File: src/rtl/status_ctrl_pkg.sv
// status_ctrl_pkg: shared widths, register addresses and clear-FSM states for status_irq_ctrl
package status_ctrl_pkg;
    localparam int               WIDTH       = 13;
    localparam logic [WIDTH-1:0] STICKY_MASK = 13'h126D;
    localparam logic [WIDTH-1:0] MASK_RST    = 13'h0000;
    localparam int               CLEAR_LAT   = 3;
    localparam int               CNT_W       = $clog2(CLEAR_LAT + 1);
    localparam logic [1:0]       ADDR_STATUS  = 2'd0;
    localparam logic [1:0]       ADDR_MASK    = 2'd1;
    localparam logic [1:0]       ADDR_CLEAR   = 2'd2;
    localparam logic [1:0]       ADDR_PENDING = 2'd3;
    typedef enum logic [1:0] {IDLE, CLR_REQ, CLR_WAIT, DONE} clr_state_t;
endpackage

File: src/rtl/status_irq_ctrl_if.sv
// status_irq_ctrl_if: register-bus handshake between the core and status_irq_ctrl
interface status_irq_ctrl_if;
    import status_ctrl_pkg::*;
    logic             sel;
    logic             wen;
    logic [1:0]       addr;
    logic [WIDTH-1:0] wdata;
    logic [WIDTH-1:0] rdata;
    logic             ready;
    modport master (output sel, wen, addr, wdata, input rdata, ready);
    modport slave  (input sel, wen, addr, wdata, output rdata, ready);
endinterface

File: src/rtl/status_clr_seq.sv
// status_clr_seq: clear handshake; one-cycle clear pulse, CLEAR_LAT-cycle wait, then a done cycle
module status_clr_seq
    import status_ctrl_pkg::*;
(
    input  logic clk,
    input  logic rst,
    input  logic i_start,
    output logic o_clear,
    output logic o_done,
    output logic o_busy,
    output logic o_freeze
);
    clr_state_t       r_state;
    clr_state_t       w_state_nxt;
    logic [CNT_W-1:0] r_cnt;
    logic [CNT_W-1:0] w_cnt_nxt;

    // State and latency counter registers
    always_ff @(posedge clk or posedge rst) begin
        if (rst) begin
            r_state <= IDLE;
            r_cnt   <= '0;
        end else begin
            r_state <= w_state_nxt;
            r_cnt   <= w_cnt_nxt;
        end
    end

    // Next state, counter and state-decoded outputs
    always_comb begin
        w_state_nxt = r_state;
        w_cnt_nxt   = r_cnt;
        o_clear     = r_state == CLR_REQ;
        o_done      = r_state == DONE;
        o_busy      = r_state != IDLE;
        o_freeze    = (r_state == CLR_REQ) | (r_state == CLR_WAIT);
        case (r_state)
            IDLE:     if (i_start) w_state_nxt = CLR_REQ;
            CLR_REQ: begin
                w_state_nxt = CLR_WAIT;
                w_cnt_nxt   = '0;
            end
            CLR_WAIT: begin
                if (r_cnt == CNT_W'(CLEAR_LAT - 1)) w_state_nxt = DONE;
                else w_cnt_nxt = r_cnt + 1'b1;
            end
            default:  w_state_nxt = IDLE;
        endcase
    end
endmodule

File: src/rtl/status_irq_ctrl.sv
// status_irq_ctrl: bus front end for the status register; snapshots, masks sticky bits into irq, sequences clear
// Build option IRQ_EDGE_EN: irq becomes a one-cycle pulse per rising pending condition (default: registered level)
module status_irq_ctrl
    import status_ctrl_pkg::*;
(
    input  logic             clk,
    input  logic             rst,
    input  logic [WIDTH-1:0] i_status,
    status_irq_ctrl_if.slave bus,
    output logic             o_clear,
    output logic             o_irq
);
    logic [WIDTH-1:0] r_mask;
    logic [WIDTH-1:0] r_rdata;
    logic             r_ready;
    logic             r_irq;
    logic [WIDTH-1:0] w_pend_vec;
    logic [WIDTH-1:0] w_rd_mux;
    logic             w_pend;
    logic             w_accept;
    logic             w_is_clr;
    logic             w_is_mask;
    logic             w_busy;
    logic             w_done;
    logic             w_freeze;

    // A new access needs an idle sequencer and no ready pulse in the current cycle
    assign w_accept   = bus.sel & ~w_busy & ~r_ready;
    assign w_is_clr   = bus.wen & (bus.addr == ADDR_CLEAR);
    assign w_is_mask  = bus.wen & (bus.addr == ADDR_MASK);
    assign w_pend_vec = i_status & r_mask & STICKY_MASK;
    assign w_pend     = |w_pend_vec;
    assign w_rd_mux   = (bus.addr == ADDR_STATUS)  ? i_status :
                        (bus.addr == ADDR_MASK)    ? r_mask :
                        (bus.addr == ADDR_PENDING) ? w_pend_vec : '0;

    status_clr_seq u_clr_seq (
        .clk      (clk),
        .rst      (rst),
        .i_start  (w_accept & w_is_clr),
        .o_clear  (o_clear),
        .o_done   (w_done),
        .o_busy   (w_busy),
        .o_freeze (w_freeze)
    );

    // Single-cycle accesses: ready pulse, read snapshot and mask register
    always_ff @(posedge clk or posedge rst) begin
        if (rst) begin
            r_ready <= 1'b0;
            r_rdata <= '0;
            r_mask  <= MASK_RST;
        end else begin
            r_ready <= w_accept & ~w_is_clr;
            if (w_accept & ~bus.wen) r_rdata <= w_rd_mux;
            if (w_accept & w_is_mask) r_mask <= bus.wdata;
        end
    end

`ifdef IRQ_EDGE_EN
    logic r_pend_q;
    // Rising-edge irq pulse; sampling held while the clear handshake is in flight
    always_ff @(posedge clk or posedge rst) begin
        if (rst) begin
            r_irq    <= 1'b0;
            r_pend_q <= 1'b0;
        end else if (!w_freeze) begin
            r_irq    <= w_pend & ~r_pend_q;
            r_pend_q <= w_pend;
        end
    end
`else
    // Level irq; sampling held while the clear handshake is in flight
    always_ff @(posedge clk or posedge rst) begin
        if (rst) r_irq <= 1'b0;
        else if (!w_freeze) r_irq <= w_pend;
    end
`endif

    assign bus.rdata = r_rdata;
    assign bus.ready = r_ready | w_done;
    assign o_irq     = r_irq;
endmodule

File: src/flat_wrapper.sv
// flat-port wrapper written by rule: the top's interface ports become plain ports
module status_irq_ctrl_flat import status_ctrl_pkg::*;
  (clk, rst, i_status, o_clear, o_irq, bus_sel, bus_wen, bus_addr, bus_wdata, bus_rdata, bus_ready);
  status_irq_ctrl_if bus_i ();
  input  logic clk;
  input  logic rst;
  input  logic [WIDTH-1:0] i_status;
  output logic o_clear;
  output logic o_irq;
  input wire logic [$bits(bus_i.sel)-1:0] bus_sel;
  input wire logic [$bits(bus_i.wen)-1:0] bus_wen;
  input wire logic [$bits(bus_i.addr)-1:0] bus_addr;
  input wire logic [$bits(bus_i.wdata)-1:0] bus_wdata;
  output wire logic [$bits(bus_i.rdata)-1:0] bus_rdata;
  output wire logic [$bits(bus_i.ready)-1:0] bus_ready;
  assign bus_i.sel = bus_sel;
  assign bus_i.wen = bus_wen;
  assign bus_i.addr = bus_addr;
  assign bus_i.wdata = bus_wdata;
  assign bus_rdata = bus_i.rdata;
  assign bus_ready = bus_i.ready;
  status_irq_ctrl u_core (.clk(clk), .rst(rst), .i_status(i_status), .bus(bus_i), .o_clear(o_clear), .o_irq(o_irq));
endmodule
File: config.mk
export PLATFORM = sky130hd
export DESIGN_NAME = status_irq_ctrl_flat
export DESIGN_NICKNAME = d
export VERILOG_FILES = /design/src/rtl/status_ctrl_pkg.sv /design/src/rtl/status_irq_ctrl_if.sv /design/src/rtl/status_clr_seq.sv /design/src/rtl/status_irq_ctrl.sv /design/src/flat_wrapper.sv
export SDC_FILE = /design/constraint.sdc
export NUM_CORES = 1
export LEC_CHECK = 0
export ABC_AREA = 1
export ABC_CLOCK_PERIOD_IN_PS = 4050
export CAP_MARGIN = 25
export CORE_MARGIN = 3
export CORE_UTILIZATION = 50
export DETAILED_ROUTE_END_ITERATION = 12
export PLACE_DENSITY = 0.81
export SYNTH_ARGS = -nofsm -noshare
export SYNTH_HDL_FRONTEND = slang
export SYNTH_SLANG_ARGS = --single-unit
File: constraint.sdc
create_clock -name clk -period 4.05 [get_ports clk]
set_input_delay 0.81 -clock clk [delete_from_list [all_inputs] [get_ports clk]]
set_output_delay 0.81 -clock clk [all_outputs]
set_load 0.02 [all_outputs]
# [Word level (Yosys, flattened, before mapping)]
# Index checks and enable logic that the tools add are counted.
[totals] latchBits=0 register_bits=32 memories=0 output_inout_bits=16 inputBits=32 ram_bits=0 mem_bits_ro=0
[classes] shift=0 addsub=1 div=0 eq_ne=10 n_reduce_logical=7 bitwise_logic=15 n_mux=8 magnitude_cmp=0 n_mul=0
[ops] cell="$mux 13" n=3
[ops] cell="$and 13x13->13" n=1
[ops] cell="$eq 2x2->1 const B" n=5
[ops] cell="$and 1x1->1" n=8
[ops] cell="$reduce_or 7->1" n=1
[ops] cell="$mux 2" n=3
[ops] cell="$pmux 2 s3" n=1
[ops] cell="$eq 2x1->1 const B" n=2
[ops] cell="$logic_not 2->1" n=2
[ops] cell="$ne 2x2->1 const B" n=2
[ops] cell="$not 1->1" n=4
[ops] cell="$pmux 2 s2" n=1
[ops] cell="$reduce_and 2->1" n=2
[ops] cell="$reduce_bool 2->1" n=2
[ops] cell="$add 2x1->2 const B" n=1
[ops] cell="$ne 2x1->1 const B" n=1
[ops] cell="$or 1x1->1" n=2

# [Longest topological paths before layout]
# Gate-level depths: netlist of run 1.
[depth] ltp_word=7 mapped_depth=9 mapped_depth_nobuf=9

# [By module]
# A second synthesis of run 1 with hierarchy kept.
[hier_totals] cells_unflattened=235 hier_area_um2=1724.2
[modules_own_cells] module="status_irq_ctrl" cells_per_inst=196 seq_area_each_um2=700.7 area_per_inst_um2=1423.9 n_inst=1
[modules_own_cells] module="status_clr_seq" cells_per_inst=39 seq_area_each_um2=100.1 area_per_inst_um2=300.3 n_inst=1

# [Worst setup path after synthesis of run 1]
# OpenSTA, ideal clock, no wires.
[synth_timing] path_type="flip-flop to output port" startpoint="register u_core.u_clr_seq.r_state[0]" endpoint="output port bus_ready" path_stages_with_launch=3 setup_slack_ns=2.327 required_ns=3.240 arrival_ns=0.913 path_cell_list="dfrtp_1 ha_1 or2_2"
[synth_via] elab_chain_cells=2
[synth_lines] item="start: declaration" line="status_clr_seq.sv:13" rtl="clr_state_t r_state;"
[synth_lines] item="start signal: assignment" line="status_clr_seq.sv:24" rtl="r_state <= w_state_nxt;"
[synth_lines] item="$eq 2x2->1" line="status_clr_seq.sv:34" rtl="o_done = r_state == DONE;"
[synth_lines] item="$or 1x1->1" line="status_irq_ctrl.sv:81" rtl="assign bus.ready = r_ready | w_done;"
[synth_lines] item="end: declaration" line="flat_wrapper.sv:15" rtl="output wire logic [$bits(bus_i.ready)-1:0] bus_ready;"
# Every way passes these cells.

# [Worst setup path after layout of run 1]
# Ends and elaborated chain as after synthesis.

==> impl_results.md, run 1 <==
* Cts repair resizes at 0
* Vias at roughly 1,400
* Final WL at 3350 µm
* # setup viols final at 0
* Status: completed
* Vias per cell at around 4.8
* RR Endpoint: u_core.bus.rdata[7]
* CP peak stage delay at ~0.54 ns
* Rel. slew slack at 0.621
* Setup repair after global routing missed its margin: false
* Max_cap viols at 0
* Sequential share of the synthesized area at 0.489
* Initial DRC count at 34
* Startpoint Class: flip-flop
* FF-to-FF setup slack at between 2 and 2.5 ns
* Hold Path Depth at 2
* Type of the most critical hold path: reg -> reg
* Slowest CP cell: clkdlybuf4s50_1
* Worst Path Arrival at about 1.8 ns
* Leading cell types in the layout, fill and taps excluded: nand2_1 (51), clkdlybuf4s50_1 (47), dfrtp_1 (32)
* Layout cells sized above 1 at 0.110
* IO Count at 48
* Setup Crit Path Kind: reg -> out
* Layout Skew at between 0.004 and 0.005 ns
* Fin crit period at 2.59 ns
* Hold Path Origin: u_core.bus.rdata[1]
* Antenna-violating nets left at 0
* Worst-Margin Slew at between 0.5 and 0.6 ns
* Leakage at 1.06 nW
* Clk Latency, worst-skew pair at 0.32 ns
* Syn_nets at approximately 230
* Top cells by area, synth: dfrtp_1 (49%), nand2_1 (12%), inv_1 (5.5%)
* Seq cells post-synth at 32
* First-pass GRT wire length at 5750 µm
* Gr ovfl total at 0
* Mapped Area at roughly 0.0016 mm²
* RD Place Congestion at approximately 0.8
* R2R depth at 8
* Hold Path Sink: u_core.bus.rdata[1]
* IO Port Bufs at 47
* Die Height at between 60 and 70 µm
* Post-Synthesis Cells at a little under 200
* Post-route cell area at 0.00219 mm²
* DRC Markers at 0
* R2r startpoint: u_core.u_clr_seq.r_state[0]
* Largest net degree at the start of global routing at 33
* Post-synthesis cell type count at 21
* TritonCTS clock tree: built
* Gr usage total at 0.188
* Vias in the first global route at ~1,300
* Required @ worst endpoint at between 3 and 4 ns
* VDD IR max at between 0.3 and 0.4 mV
* Setup TNS at 0 ns
* Yosys warns at 0
* H-tree depth at 2
* TritonRoute pass-1 iters at 4
* Cell Pwr Density at between 600 and 700 mW/mm²
* Clk buf depth at 2
* Worst-path fanout max at 5
* Antenna Cells at 0
* Clk slew on worst S/H paths at roughly 0.090 ns
* Layout Nets at around 280
* Power Total at 1.35 mW
* Dpl cell area at about 0.0021 mm²
* Hold buffer count at CTS at 0
* Root Driver: clkbuf_4
* Synth area leader: dfrtp_1
* Postcts setup bufs at 0
* DIE WIDTH at 63.3 µm
* Final hold violations at 0
* Tcrit/Tclk final at 0.639
* Syn Area/Cell at 8.41 µm²
* Crit path from: u_core.u_clr_seq.r_state[0]
* Synth top area share at 0.489
* CP Capture Type: output pin
* Core box area at roughly 0.0031 mm²
* Routed WL per cell at 11.6 µm
* Starting Density at 0.533
* Fin. max-slew vios at 0
* Die Area at between 0.004 and 0.005 mm²
* Post-DP HPWL at between 2000 and 3000 µm
* Commonest non-fill, non-tap cell in the layout: nand2_1
* Number of CTS-inserted buffers at 5
* Initial antenna violation count at 0
* Fmax at about 390 MHz
* CP cell instances: ha_1 > or2_2 > clkdlybuf4s50_1
* Row Count at 20
* CTS Sinks at 32
* Area growth syn-to-layout at 33.4%
-- routing by layer --
| layer | GRT usage | wire (µm) | vias to the layer above |
|---|---|---|---|
| met5 | 0 | 0 | - |
| met1 | 0.231 | 1590 | 607 |
| li1 | - | - | 722 |
| met4 | 0.108 | 68 | 0 |
| met3 | 0.0570 | 186 | 7 |
| met2 | 0.292 | 1500 | 43 |
-- through the flow --
step                       util  setup WS (ns)  std cells  hold slack [ns]
final                     0.710           1.46        289            0.490
after global routing      0.710           1.38        289            0.530
after CTS                 0.710           1.44        289            0.495
after detailed placement  0.691           1.61        281            0.472
after global placement    0.691           1.61        281            0.470
after floorplan               -           2.33        195            0.455
-- power by group --
group	leakage [nW]	total, mW	switching, mW	internal [mW]
logic	0.646	0.629	0.344	0.285
clock network	0.0326	0.186	0.100	0.0856
registers	0.384	0.537	0.0796	0.458
-- worst max-delay path, delay by kind of cell, from the launching register on --
family | cells | cell delay [ns]
buffers and inverters | 1 | 0.54
adders and majority gates | 1 | 0.22
and+or+nand+nor | 1 | 0.26
DFF | 1 | 0.44
-- sequential cells by signal, indices dropped and copies added (netlist names) --
register and count:
u_core.r_ready 1, u_core.o_irq 1, u_core.r_mask 13, u_core.u_clr_seq.r_state 2, u_core.bus.rdata 13, u_core.u_clr_seq.r_cnt 2
-- layout make-up --
type                    count  area, µm²
inverters                  26       97.6
flip-flops and latches     32        801
well taps                  44       55.1
repair buffers             48        478
fillers                   252        892
clock buffers               8       58.8
multi-input cells         131        696
-- cell usage after synthesis (all sizes together) --
| cell type | instances |
|---|---|
| nor3 | 1 |
| o22ai | 1 |
| or2 | 1 |
| dfrtp | 32 |
| a21oi | 12 |
| o21ai | 29 |
| ha | 6 |
| nand2 | 52 |
| nor2 | 17 |
| buf | 6 |
| inv | 26 |
| nand3 | 12 |
-- logic make-up (layout without fill, tap and decap cells) --
group / count (synthesis) / after routing / share of synthesized area
simple gates: 83 / 83 / 0.220
flops: 32 / 32 / 0.489
fa+ha+maj: 6 / 6 / 0.0458
buf+inv: 32 / 82 / 0.0870
compound gates: 42 / 42 / 0.159
-- worst max path at each step --
stage                                   to  slack [ns]  cells past startpoint
after floorplan                  bus_ready        2.33                      2
after global placement    u_core.r_mask[6]        1.61                      6
after detailed placement  u_core.r_mask[6]        1.61                      6
after CTS                        bus_ready        1.44                      3
after global routing             bus_ready        1.38                      3
final                            bus_ready        1.46                      3
(Power assumes the default switching activity.)
==> run 2: changes to the inputs <==
Settings changed: ABC_CLOCK_PERIOD_IN_PS 4050 to 2300, CORE_UTILIZATION 50 to 42, PLACE_DENSITY 0.81 to 0.72.
Clock period 4.05 ns to 2.3 ns, I/O delays scaled along.
==> impl_results.md, run 2 (synthesis gave the netlist of run 1 again) <==
* Cell Pwr Density at 1140 mW/mm² (was 618 mW/mm²)
* Critical Path Stages at 3 (unchanged)
* Setup repair after global routing missed its margin: false (unchanged)
* CP Buf/Inv Count at 1 (unchanged)
* Required @ worst endpoint at 1.84 ns (was 3.24 ns)
* FF-to-FF setup slack at 0.59 ns (was 2.25 ns)
* Fmax at roughly 460 MHz
* Max layer used: met4 (unchanged)
* Fin. max-slew vios at 0 (unchanged)
* Type of the most critical hold path: reg -> reg (unchanged)
* TritonRoute pass-1 iters at 4 (unchanged)
* Initial DRC count at 113 (was 34)
* IO Port Bufs at 47 (unchanged)
* Post-DP HPWL at 2630 µm (was 2650 µm)
* Worst Path Arrival at 1.70 ns (was 1.78 ns)
* Gr ovfl total at 0 (unchanged)
* Leakage at 1.09 nW (was 1.06 nW)
* Antenna Cells at 0 (unchanged)
* Row Count at 22 (was 20)
* Die Height at 68.5 µm (was 63.3 µm)
* Gr usage total at 0.155 (was 0.188)
* WL met2 at 1480 µm (was 1500 µm)
* Vias per cell at 4.67 (was 4.77)
* Hold buffer count at CTS at 0 (unchanged)
* CP delay by family, top: buffers and inverters (unchanged)
* Worst-Margin Slew at 0.411 ns (was 0.567 ns)
* Core box area at 0.00372 mm² (was 0.00308 mm²)
* CP cell instances: ha_1 > or2_2 > clkdlybuf4s50_1 (unchanged)
* Antenna-violating nets left at 0 (unchanged)
* Worst-path fanout max at 5 (unchanged)
* Met1 WL at 1620 µm (was 1590 µm)
* Clk slew on worst S/H paths at 0.06 ns (was 0.09 ns)
* VDD IR max at 0.484 mV (was 0.389 mV)
* H-tree depth at 2 (unchanged)
* Register area at 801 µm² (unchanged)
* Die Area at 0.00469 mm² (was 0.00400 mm²)
* Layout Nets at 284 (was 282)
* Largest net degree at the start of global routing at 33 (unchanged)
* Leading cell types in the layout, fill and taps excluded: nand2_1 (51), clkdlybuf4s50_1 (47), dfrtp_1 (32) (unchanged)
* Footprint of the multi-input gates at 696 µm² (unchanged)
* Slowest CP cell: clkdlybuf4s50_1 (unchanged)
* Routed WL per cell at 11.3 µm (was 11.6 µm)
* RD Place Congestion at 0.824 (was 0.816)
* Fill cells at 348 (was 252)
* Vias in the first global route at 1,194 (was 1,320)
* Status: completed (unchanged)
* Clk buf depth at 2 (unchanged)
* DRC Markers at 0 (unchanged)
* Postcts setup bufs at 0 (unchanged)
* R2r startpoint: u_core.u_clr_seq.r_state[0] (unchanged)
* Vias at 1,377 (was 1,379)
* Crit path from: u_core.u_clr_seq.r_state[0] (unchanged)
* Power Total at 2.56 mW (was 1.35 mW)
* Root Driver: clkbuf_8 (was clkbuf_4)
* First-pass GRT wire length at 5310 µm (was 5750 µm)
* RR Endpoint: u_core.bus.rdata[3] (was u_core.bus.rdata[7])
* # setup viols final at 0 (unchanged)
* R2R depth at 8 (unchanged)
* Startpoint Class: flip-flop (unchanged)
* CTS Sinks at 32 (unchanged)
* Number of CTS-inserted buffers at 5 (unchanged)
* Layout cells sized above 1 at 0.121 (was 0.110)
* CP Capture Type: output pin (unchanged)
* Tcrit/Tclk final at 0.940
* DIE WIDTH at 68.5 µm (was 63.3 µm)
* Setup Crit Path Kind: reg -> out (unchanged)
* Cts repair resizes at 0 (unchanged)
* Starting Density at 0.441 (was 0.533)
* Final hold violations at 0 (unchanged)
* WL met3 at 168 µm (was 186 µm)
* Layout Skew at 0.00383 ns (was 0.00471 ns)
* Initial antenna violation count at 0 (unchanged)
* CP Capture Point: bus_ready (unchanged)
* Setup TNS at 0 ns (unchanged)
* TritonCTS clock tree: built (unchanged)
* CP peak stage delay at 0.54 ns (about the same)
* Max_cap viols at 0 (unchanged)
* Fin crit period at around 2.2 ns
* Commonest non-fill, non-tap cell in the layout: nand2_1 (unchanged)
* Clk Latency, worst-skew pair at 0.28 ns (was 0.32 ns)
* Rel. slew slack at 0.726 (was 0.621)
* Final WL at 3330 µm (was 3350 µm)
* IO Count at 48 (unchanged)
* Area growth syn-to-layout at 37.6% (was 33.4%)
[run 2: cell count changes in the layout (fill, tap and decap cells not counted)]
cell,change
buf_4,+2
clkbuf_8,+4
clkinv_2,+1
bufinv_16,+1
clkbuf_4,-5
clkbuf_1,-1
[run 2: area by class of cell]
type                    count  share of cell area
clock buffers               6              0.0322
clock inverters             2              0.0155
inverters                  26              0.0433
multi-input cells         131               0.309
flip-flops and latches     32               0.355
well taps                  48              0.0266
repair buffers             50               0.219
[run 2: where the power goes]
part           switching, mW  internal [mW]  leakage, nW  total (mW)
Sequential             0.140          0.808        0.384       0.947
Clock                  0.194          0.321       0.0552       0.515
Combinational          0.592          0.506        0.655        1.10
[run 2: how the worst min path moves through the flow]
| stage | endpoint | slack (ns) | startpoint | cells after the start |
|---|---|---|---|---|
| detailed placement | u_core.bus.rdata[11] | 0.47 | u_core.bus.rdata[11] | 2 |
| global placement | u_core.bus.rdata[11] | 0.47 | u_core.bus.rdata[11] | 2 |
| global route | u_core.bus.rdata[11] | 0.50 | u_core.bus.rdata[11] | 2 |
| CTS | u_core.bus.rdata[11] | 0.49 | u_core.bus.rdata[11] | 2 |
| finish | u_core.bus.rdata[10] | 0.48 | u_core.bus.rdata[10] | 2 |
| floorplan | u_core.r_mask[10] | 0.46 | u_core.r_mask[10] | 2 |
[run 2: metrics by stage]
stage	utilization	worst slack, ns	hold WS, ns	std cells	area, µm²
after detailed placement	0.578	0.325	0.469	287	2150
after global placement	0.578	0.328	0.467	287	2150
after CTS	0.607	0.121	0.487	295	2250
after global routing	0.607	0.0709	0.498	295	2250
after floorplan	-	0.916	0.455	195	1640
final	0.607	0.138	0.481	295	2250
[run 2: metal layers]
metal | GRT usage | up-vias
met4 | 0.0744 | 0
met1 | 0.217 | 611
met2 | 0.225 | 39
met3 | 0.0328 | 7
met5 | 0 | -
li1 | - | 720
[run 2: worst register-to-register path: stages, from the launching register on]
cell     delay [ns]
dfrtp_1        0.42
inv_1          0.10
ha_1           0.20
nand2_2        0.08
nor2_4         0.13
nand2_1        0.28
buf_4          0.27
nand2_1        0.06
o21ai_1        0.06
